<file path="src/rtl/input_conditioner_if.sv">
// Pin-side bundle of the input conditioner: raw button/switch pins in,
// debounced levels and press pulses out.
interface input_conditioner_if #(
    parameter int N_BTN = 3,
    parameter int N_SW  = 2
);
    logic [N_BTN-1:0] btn_raw;
    logic [N_SW-1:0]  sw_raw;
    logic [N_BTN-1:0] btn_level;
    logic [N_BTN-1:0] btn_pulse;
    logic [N_SW-1:0]  sw_level;

    modport master (
        output btn_raw, sw_raw,
        input  btn_level, btn_pulse, sw_level
    );

    modport slave (
        input  btn_raw, sw_raw,
        output btn_level, btn_pulse, sw_level
    );
endinterface

</file>
<file path="src/rtl/input_conditioner.sv">
// Pushbutton/switch front end: 2-flop synchroniser, per-channel stability
// counter, registered debounced level and a single-cycle press pulse per button.
module input_conditioner #(
    parameter int N_BTN           = 3,
    parameter int N_SW            = 2,
    parameter int DEBOUNCE_CYCLES = 50000,
    parameter int CNT_WIDTH       = 16,
    parameter bit BTN_ACTIVE_LOW  = 1'b1
) (
    input  logic               clk,
    input  logic               async_nreset,
    input_conditioner_if.slave io
);
    // Buttons occupy the low channel indices, switches the high ones.
    localparam int N_CH = N_BTN + N_SW;
    localparam logic [N_CH-1:0] INACTIVE_RAW =
        BTN_ACTIVE_LOW ? {{N_SW{1'b0}}, {N_BTN{1'b1}}} : {N_CH{1'b0}};
    localparam logic [CNT_WIDTH-1:0] CNT_LAST = CNT_WIDTH'(DEBOUNCE_CYCLES - 1);
    localparam logic [CNT_WIDTH-1:0] CNT_ONE  = CNT_WIDTH'(1);
    localparam logic [CNT_WIDTH-1:0] CNT_ZERO = {CNT_WIDTH{1'b0}};

    logic [N_CH-1:0]      s1_r;
    logic [N_CH-1:0]      s2_r;
    logic [N_CH-1:0]      level_r;
    logic [N_BTN-1:0]     pulse_r;
    logic [CNT_WIDTH-1:0] cnt_r       [N_CH];

    logic [N_CH-1:0]      norm_s;
    logic [N_CH-1:0]      level_nxt_s;
    logic [N_CH-1:0]      press_s;
    logic [CNT_WIDTH-1:0] cnt_nxt_s   [N_CH];

    assign norm_s = s2_r ^ INACTIVE_RAW;

    // Per-channel stability counting and level acceptance.
    always_comb begin
        level_nxt_s = level_r;
        press_s     = {N_CH{1'b0}};
        for (int i = 0; i < N_CH; i++) begin
            cnt_nxt_s[i] = cnt_r[i];
            if (norm_s[i] == level_r[i]) begin
                cnt_nxt_s[i] = CNT_ZERO;
            end else if (cnt_r[i] == CNT_LAST) begin
                level_nxt_s[i] = norm_s[i];
                cnt_nxt_s[i]   = CNT_ZERO;
                press_s[i]     = norm_s[i];
            end else begin
                cnt_nxt_s[i] = cnt_r[i] + CNT_ONE;
            end
        end
    end

    // State registers; reset parks the synchroniser on the released/off value.
    always_ff @(posedge clk) begin
        if (!async_nreset) begin
            s1_r    <= INACTIVE_RAW;
            s2_r    <= INACTIVE_RAW;
            level_r <= {N_CH{1'b0}};
            pulse_r <= {N_BTN{1'b0}};
            for (int i = 0; i < N_CH; i++) begin
                cnt_r[i] <= CNT_ZERO;
            end
        end else begin
            s1_r    <= {io.sw_raw, io.btn_raw};
            s2_r    <= s1_r;
            level_r <= level_nxt_s;
            pulse_r <= press_s[N_BTN-1:0];
            for (int i = 0; i < N_CH; i++) begin
                cnt_r[i] <= cnt_nxt_s[i];
            end
        end
    end

    assign io.btn_level = level_r[N_BTN-1:0];
    assign io.sw_level  = level_r[N_CH-1:N_BTN];
    assign io.btn_pulse = pulse_r;
endmodule
</file>
<file path="src/flat_wrapper.sv">
// flat-port wrapper written by rule: the top's interface ports become plain ports
module input_conditioner_flat 
#(
    parameter int N_BTN           = 3,
    parameter int N_SW            = 2,
    parameter int DEBOUNCE_CYCLES = 50000,
    parameter int CNT_WIDTH       = 16,
    parameter bit BTN_ACTIVE_LOW  = 1'b1
)
  (clk, async_nreset, io_btn_raw, io_sw_raw, io_btn_level, io_btn_pulse, io_sw_level);
  input_conditioner_if #(.N_BTN(N_BTN), .N_SW(N_SW)) io_i ();
  input  logic clk;
  input  logic async_nreset;
  input wire logic [$bits(io_i.btn_raw)-1:0] io_btn_raw;
  input wire logic [$bits(io_i.sw_raw)-1:0] io_sw_raw;
  output wire logic [$bits(io_i.btn_level)-1:0] io_btn_level;
  output wire logic [$bits(io_i.btn_pulse)-1:0] io_btn_pulse;
  output wire logic [$bits(io_i.sw_level)-1:0] io_sw_level;
  assign io_i.btn_raw = io_btn_raw;
  assign io_i.sw_raw = io_sw_raw;
  assign io_btn_level = io_i.btn_level;
  assign io_btn_pulse = io_i.btn_pulse;
  assign io_sw_level = io_i.sw_level;
  input_conditioner #(.N_BTN(N_BTN), .N_SW(N_SW), .DEBOUNCE_CYCLES(DEBOUNCE_CYCLES), .CNT_WIDTH(CNT_WIDTH), .BTN_ACTIVE_LOW(BTN_ACTIVE_LOW)) u_core (.clk(clk), .async_nreset(async_nreset), .io(io_i));
endmodule
</file>
<file path="config.mk">
export PLATFORM = sky130hd
export DESIGN_NAME = input_conditioner_flat
export DESIGN_NICKNAME = d
export VERILOG_FILES = /design/src/rtl/input_conditioner_if.sv /design/src/rtl/input_conditioner.sv /design/src/flat_wrapper.sv
export SDC_FILE = /design/constraint.sdc
export NUM_CORES = 1
export LEC_CHECK = 0
export ABC_CLOCK_PERIOD_IN_PS = 2000
export CORE_ASPECT_RATIO = 1.25
export CORE_UTILIZATION = 45
export CTS_CLUSTER_DIAMETER = 120
export DETAILED_ROUTE_END_ITERATION = 6
export GPL_ROUTABILITY_DRIVEN = 0
export PLACE_DENSITY_LB_ADDON = 0.25
export SYNTH_ARGS = -nofsm -noshare
export SYNTH_HDL_FRONTEND = slang
export SYNTH_SLANG_ARGS = --single-unit
export TNS_END_PERCENT = 100
</file>
<file path="constraint.sdc">
create_clock -name clk -period 2 [get_ports clk]
set_clock_uncertainty 0.15 [all_clocks]
set_input_delay 0.5 -clock clk [delete_from_list [all_inputs] [get_ports clk]]
set_output_delay 0.5 -clock clk [all_outputs]
set_load 0.1 [all_outputs]
</file>
==> impl_metrics.toml, run 1 <==
[outcome]
status = "complete, no violations"

[detailed_routing]
via_per_inst = 4.997
drtIter0Drc = 81
drt.antenna.violating_nets = 0
routedWlPerCell_um = 12.06
drc = 0
drt-total-wl_um = 7525
vias = 3118
first_pass_iters = 4

[floorplanning]
io-pin-count = 15
dieWidth_um = 87.24
dieArea_um2 = 9468
start_util_pct = 46.71
die_y_um = 108.5
num_rows = 38
coreArea_um2 = 8748

[synth]
synth_common_cells = "dfxtp_1, nor2_1, xnor2_1"
synth.most_common_cell = "dfxtp_1"
syn_avg_cell_area_um2 = 9.081
yosysWarnings = 0
yosys-top-cells-area = "dfxtp_1, xnor2_1, nor2_1"
yosysSeqAreaShare_pct = 48.01
ys_seq_elements = 98
synth_top_area_share_pct = 48.01
synth_ff_type = "dfxtp_1"
synth_top_area_cell = "dfxtp_1"
async_reset_ff_share_pct = 0
syn-num-nets = 462
synth.distinct_cells = 39
synth_edf_count = 0
postSynthCellCount = 450
syn_area_um2 = 4086

[sta]
rsz0062_at_grt = "no"
fin_crit_ps = 1947
fin_setup_tns_ps = 0
worst_pin_slew_ps = 423.5
fin_crit_sh_pct = 97.34
relSlewSlack_pct = 71.67
max_freq_ghz = 0.5137
setup_viol = 0
hold_violations = 0
fin_ws_ps = 53.22
maxSlewViolCount = 0

[finish]
fill_cells = 832
seq_area_um2 = 1964
final_core_util_pct = 56.21
final_net_count = 511
antenna_cells = 0
drive_gt1_share_pct = 13.10
multi_input_area_um2 = 2041
area_growth_syn_to_layout_pct = 20.33

[critical_path]
reg2regPathDepth = 4
crit_buf_inv = 0
end_kind = "flop"
critPathKind = "reg2reg"
cp.required_ps = 2100
critPathArrivalTime_ps = 2040
r2r-end = "u_core.cnt_r[0][31]"
cp_top_family = "simple AND/OR/NAND/NOR gates"
rrSetupSlack_ps = 50
cp_max_fo = 16
worst_setup_path_start_kind = "flop"
critical-path-slowest-cell = "or4_4"
r2r-start = "u_core.cnt_r[0][27]"
cpPeakStageDelay_ps = 570
path_cells = "or4_1 -> or4_4 -> nand3_4 -> nor2_1"

[grt]
grt_pass1_vias = 3064
grtUsageTotal_pct = 17.63
grt_max_degree = 23
grt_pass1_wl_um = 13010
antenna_found_initial = 0
grt_overflow_total = 0

[worst_hold_path]
hold_path_class = "reg2reg"
hold-path-cell-count = 1
min-delay-start = "u_core.s1_r[2]"
hold_end = "u_core.s2_r[2]"

[cts]
post_cts_buffers = 0
cts_tree = "done"
clk_pin_slew_worst_paths_ps = 90
cts_root_buf = "clkbuf_8"
clk_latency_ps = 360
cts_hold_buf = 0
cts_buffers = 9
cts.sinks = 98
clock_path_buffers = 2
cts_htree_levels = 3

[power]
peakVddDrop_uv = 433.7
power_mw = 3.528
p_leak_nw = 1.510
powerDensity_nw_per_um2 = 717.4

[placed_design]
port_buffers = 14
post-dp-hpwl_um = 5245
post-place-ws_ps = -35.48

[job]
drv_cap = 0
==> repair_timing <==
item / in CTS / in global routing
gates resized for setup: 2 / 3
setup endpoints to repair: 42 / 18
gates cloned: 0 / 1
==> cells in the final DEF (no fill, tap or decap), types with 2 or more instances in the layout <==
cell / count
buf_12: 8
nor3_1: 17
nor2b_1: 2
nand2b_1: 6
inv_1: 18
nand4_1: 17
ha_1: 5
clkdlybuf4s50_1: 6
clkinvlp_4: 2
nor4_1: 20
or4bb_1: 3
and3_1: 2
xor2_1: 8
nand3_1: 26
nand2_1: 20
dfxtp_2: 2
and2_1: 5
or4_4: 3
dfxtp_1: 96
nand3_4: 3
nor2_1: 97
bufinv_16: 3
or4b_1: 2
mux2i_1: 2
buf_4: 31
clkbuf_8: 9
nand4b_1: 4
xnor2_1: 65
or4_1: 4
==> cells by family (layout without fill, tap and decap cells) <==
group                    Yosys count  after routing  synth area share, %
adder cells (fa/ha/maj)            5              5                1.531
XOR/XNOR                          73             73                15.65
buffers and inverters             26             79                3.000
AND/OR/NAND/NOR                  240            241                30.28
multiplexers                       2              2               0.4899
AO/OA/AOI/OAI                      6              6                1.041
flip-flops                        98             98                48.01
==> worst max path at each step <==
stage / startpoint / end / slack, ps / cells after the start
final: u_core.cnt_r[0][27] / u_core.cnt_r[0][31] / 50 / 4
after floorplan: u_core.level_r[2] / u_core.cnt_r[0][36] / 30 / 4
after global placement: u_core.cnt_r[0][59] / u_core.cnt_r[0][63] / -20 / 4
after detailed placement: u_core.cnt_r[0][59] / u_core.cnt_r[0][63] / -40 / 4
after CTS: u_core.cnt_r[0][27] / u_core.cnt_r[0][25] / -30 / 4
after global routing: u_core.cnt_r[0][27] / u_core.cnt_r[0][24] / 6 / 4
==> cell type report <==
type | count | share of cell area, %
inverter | 18 | 1.374
multi-input combinational | 327 | 41.50
clock inverter | 6 | 2.316
sequential | 98 | 39.95
clock buffer | 10 | 2.595
tap | 120 | 3.053
timing repair buffer | 45 | 9.211
==> stage by stage <==
stage | hold slack [ps] | area (um^2) | instances
2_1_floorplan | 236.3 | 4088 | 450
3_3_place_gp | 241.6 | 4636 | 607
3_5_place_dp | 242.4 | 4636 | 607
4_1_cts | 264.7 | 4892 | 623
5_1_grt | 284.2 | 4917 | 624
6_report | 263.4 | 4917 | 624
==> report_power, final <==
group / leakage (nW) / internal [mW] / switching [mW] / total, mW
Combinational: 0.604 / 0.0262 / 0.0293 / 0.0555
Clock: 0.113 / 0.835 / 0.667 / 1.50
Sequential: 0.793 / 1.96 / 0.00793 / 1.97
==> flip-flops by register name (all words and copies together), names as in the netlist <==
register	cells
u_core.s1_r	5
u_core.cnt_r	80
u_core.level_r	5
u_core.io.btn_pulse	3
u_core.s2_r	5
==> per-layer routing <==
metal  vias to the layer above  track usage (%)  wire (um)
met2                        38            30.37       3764
li1                       1624                -          -
met5                         -                0          0
met1                      1444            20.39       3418
met3                        12            4.122        193
met4                         0            8.665        148
Note: power is estimated with default switching activity, not from simulation.
==> run 2: changes to the inputs <==
--- a/config.mk
+++ b/config.mk
@@ -5,8 +5,9 @@
 export SDC_FILE = /design/constraint.sdc
 export NUM_CORES = 1
 export LEC_CHECK = 0
-export ABC_CLOCK_PERIOD_IN_PS = 2000
+export ABC_CLOCK_PERIOD_IN_PS = 2200
 export CORE_ASPECT_RATIO = 1.25
+export CORE_MARGIN = 10
 export CORE_UTILIZATION = 45
 export CTS_CLUSTER_DIAMETER = 120
 export DETAILED_ROUTE_END_ITERATION = 6
==> constraint.sdc (replaced) <==
create_clock -name clk -period 2.2 [get_ports clk]
set_clock_uncertainty 0.15 [all_clocks]
set_input_delay 0.55 -clock clk [delete_from_list [all_inputs] [get_ports clk]]
set_output_delay 0.55 -clock clk [all_outputs]
set_load 0.1 [all_outputs]
==> run 2 against run 1 <==
Net effect: non-clock buffer count down 22; utilization decreased by 3.3 points; fmax decreased by 6.4%; register-to-register slack improved by 70 ps; combinational power fell by 18%; routed wire length is 6.1% lower; largest power group unchanged; critical path depth unchanged; first-iteration DRC count grew 9.9%; highest routed layer unchanged; count of clock-buffer cells in the layout increased by 1.
==> impl_metrics.toml, run 2 (same netlist as run 1, synthesis figures left out) <==
[outcome]
status = "complete, no violations"

[sta]
setup_viol = 0
fin_crit_sh_pct = 94.55
holdWs_ps = 264.1
rsz0062_at_grt = "no"
max_freq_ghz = 0.4807
maxSlewViolCount = 0
hold_violations = 0
fin_crit_ps = 2080
relSlewSlack_pct = 66.23
fin_setup_tns_ps = 0
worst_pin_slew_ps = 506.6
fin_ws_ps = 119.9

[detailed_routing]
drt-total-wl_um = 7066
via_per_inst = 4.992
drtIter0Drc = 89
drc = 0
routedWlPerCell_um = 11.76
first_pass_iters = 4
drt.antenna.violating_nets = 0
vias = 3000

[critical_path]
critPathKind = "reg2reg"
worst_setup_path_start_kind = "flop"
end_kind = "flop"
cp_max_fo = 16
critPathArrivalTime_ps = 2170
cp.required_ps = 2290

[finish]
largest_reg_flops = 80
antenna_cells = 0
drive_gt1_share_pct = 8.524
area_growth_syn_to_layout_pct = 13.84
design_area_um2 = 4652
instances_no_fill = 601
final_cell_mix = "dfxtp_1, nor2_1, xnor2_1, nand3_1"
regMostFlops = "u_core.cnt_r"
final_core_util_pct = 52.89
final_common_cell = "dfxtp_1"
fill_cells = 816
final_net_count = 488

[placed_design]
place_area_um2 = 4432
post-place-ws_ps = 126.6
port_buffers = 14
post-dp-hpwl_um = 4945
dpl.cell_count = 585

[floorplanning]
die_y_um = 126.5
num_rows = 38
start_util_pct = 46.46
coreArea_um2 = 8796
io-pin-count = 15
dieArea_um2 = 13320
dieWidth_um = 105.2

[grt]
grtUsageTotal_pct = 11.41
grt_overflow_total = 0
grt_pass1_wl_um = 13050
antenna_found_initial = 0
grt_pass1_vias = 3028
grt_max_degree = 23

[cts]
cts.sinks = 98
clock_path_buffers = 2
clk_pin_slew_worst_paths_ps = 90
cts_buffers = 9
cts_tree = "done"
cts_root_buf = "clkbuf_8"
clk_latency_ps = 360
cts_hold_buf = 0
cts_htree_levels = 3

[power]
p_leak_nw = 1.378
peakVddDrop_uv = 300.0
powerDensity_nw_per_um2 = 653.7
power_mw = 3.041

[worst_hold_path]
hold_path_class = "reg2reg"

[job]
drv_cap = 0
run 2: cell count changes in the layout (fill, tap and decap cells not counted), sizes merged:
| cell | delta |
|---|---|
| clkinv | +3 |
| buf | -22 |
| nand3 | -1 |
| clkbuf | +1 |
| clkinvlp | -2 |
| bufinv | -2 |
run 2: worst paths after layout:
path                        from             endpoint  slack [ps]  cells past startpoint
max          u_core.cnt_r[0][27]  u_core.cnt_r[0][29]         120                      4
min               u_core.s1_r[2]       u_core.s2_r[2]         260                      1
max reg2reg  u_core.cnt_r[0][27]  u_core.cnt_r[0][29]         120                      4
min reg2reg       u_core.s1_r[2]       u_core.s2_r[2]         260                      1
run 2: cell type report:
cell class,instances,area (um^2),share of cell area (%)
clock buffers,11,151.4,3.254
inverters,18,67.56,1.452
multi-input cells,326,2009,43.20
repair buffers,23,250.2,5.379
flip-flops and latches,98,1962,42.17
clock inverters,5,61.31,1.318
well taps,120,150.1,3.228
run 2: where the power goes:
group	internal (mW)	leakage (nW)	switching [mW]
Combinational	0.0216	0.476	0.0238
Sequential	1.78	0.792	0.00670
Clock	0.594	0.110	0.611
run 2: repair_timing:
item,CTS,global route
gates resized for setup,0,1
setup endpoints to repair,0,2
setup buffers,0,0
run 2: layer usage:
| layer | vias up | GRT usage (%) | part of all wire (%) |
|---|---|---|---|
| met2 | 27 | 19.00 | 48 |
| li1 | 1570 | - | - |
| met1 | 1393 | 13.39 | 47 |
| met5 | - | 0 | 0 |
| met4 | 0 | 5.259 | 1.8 |
| met3 | 10 | 3.040 | 3.4 |
run 2: critical path: stages, from the launching register on:
cell and delay (ps):
dfxtp_1 370, or4_1 520, or4_4 550, nand3_2 280, nor2_1 90
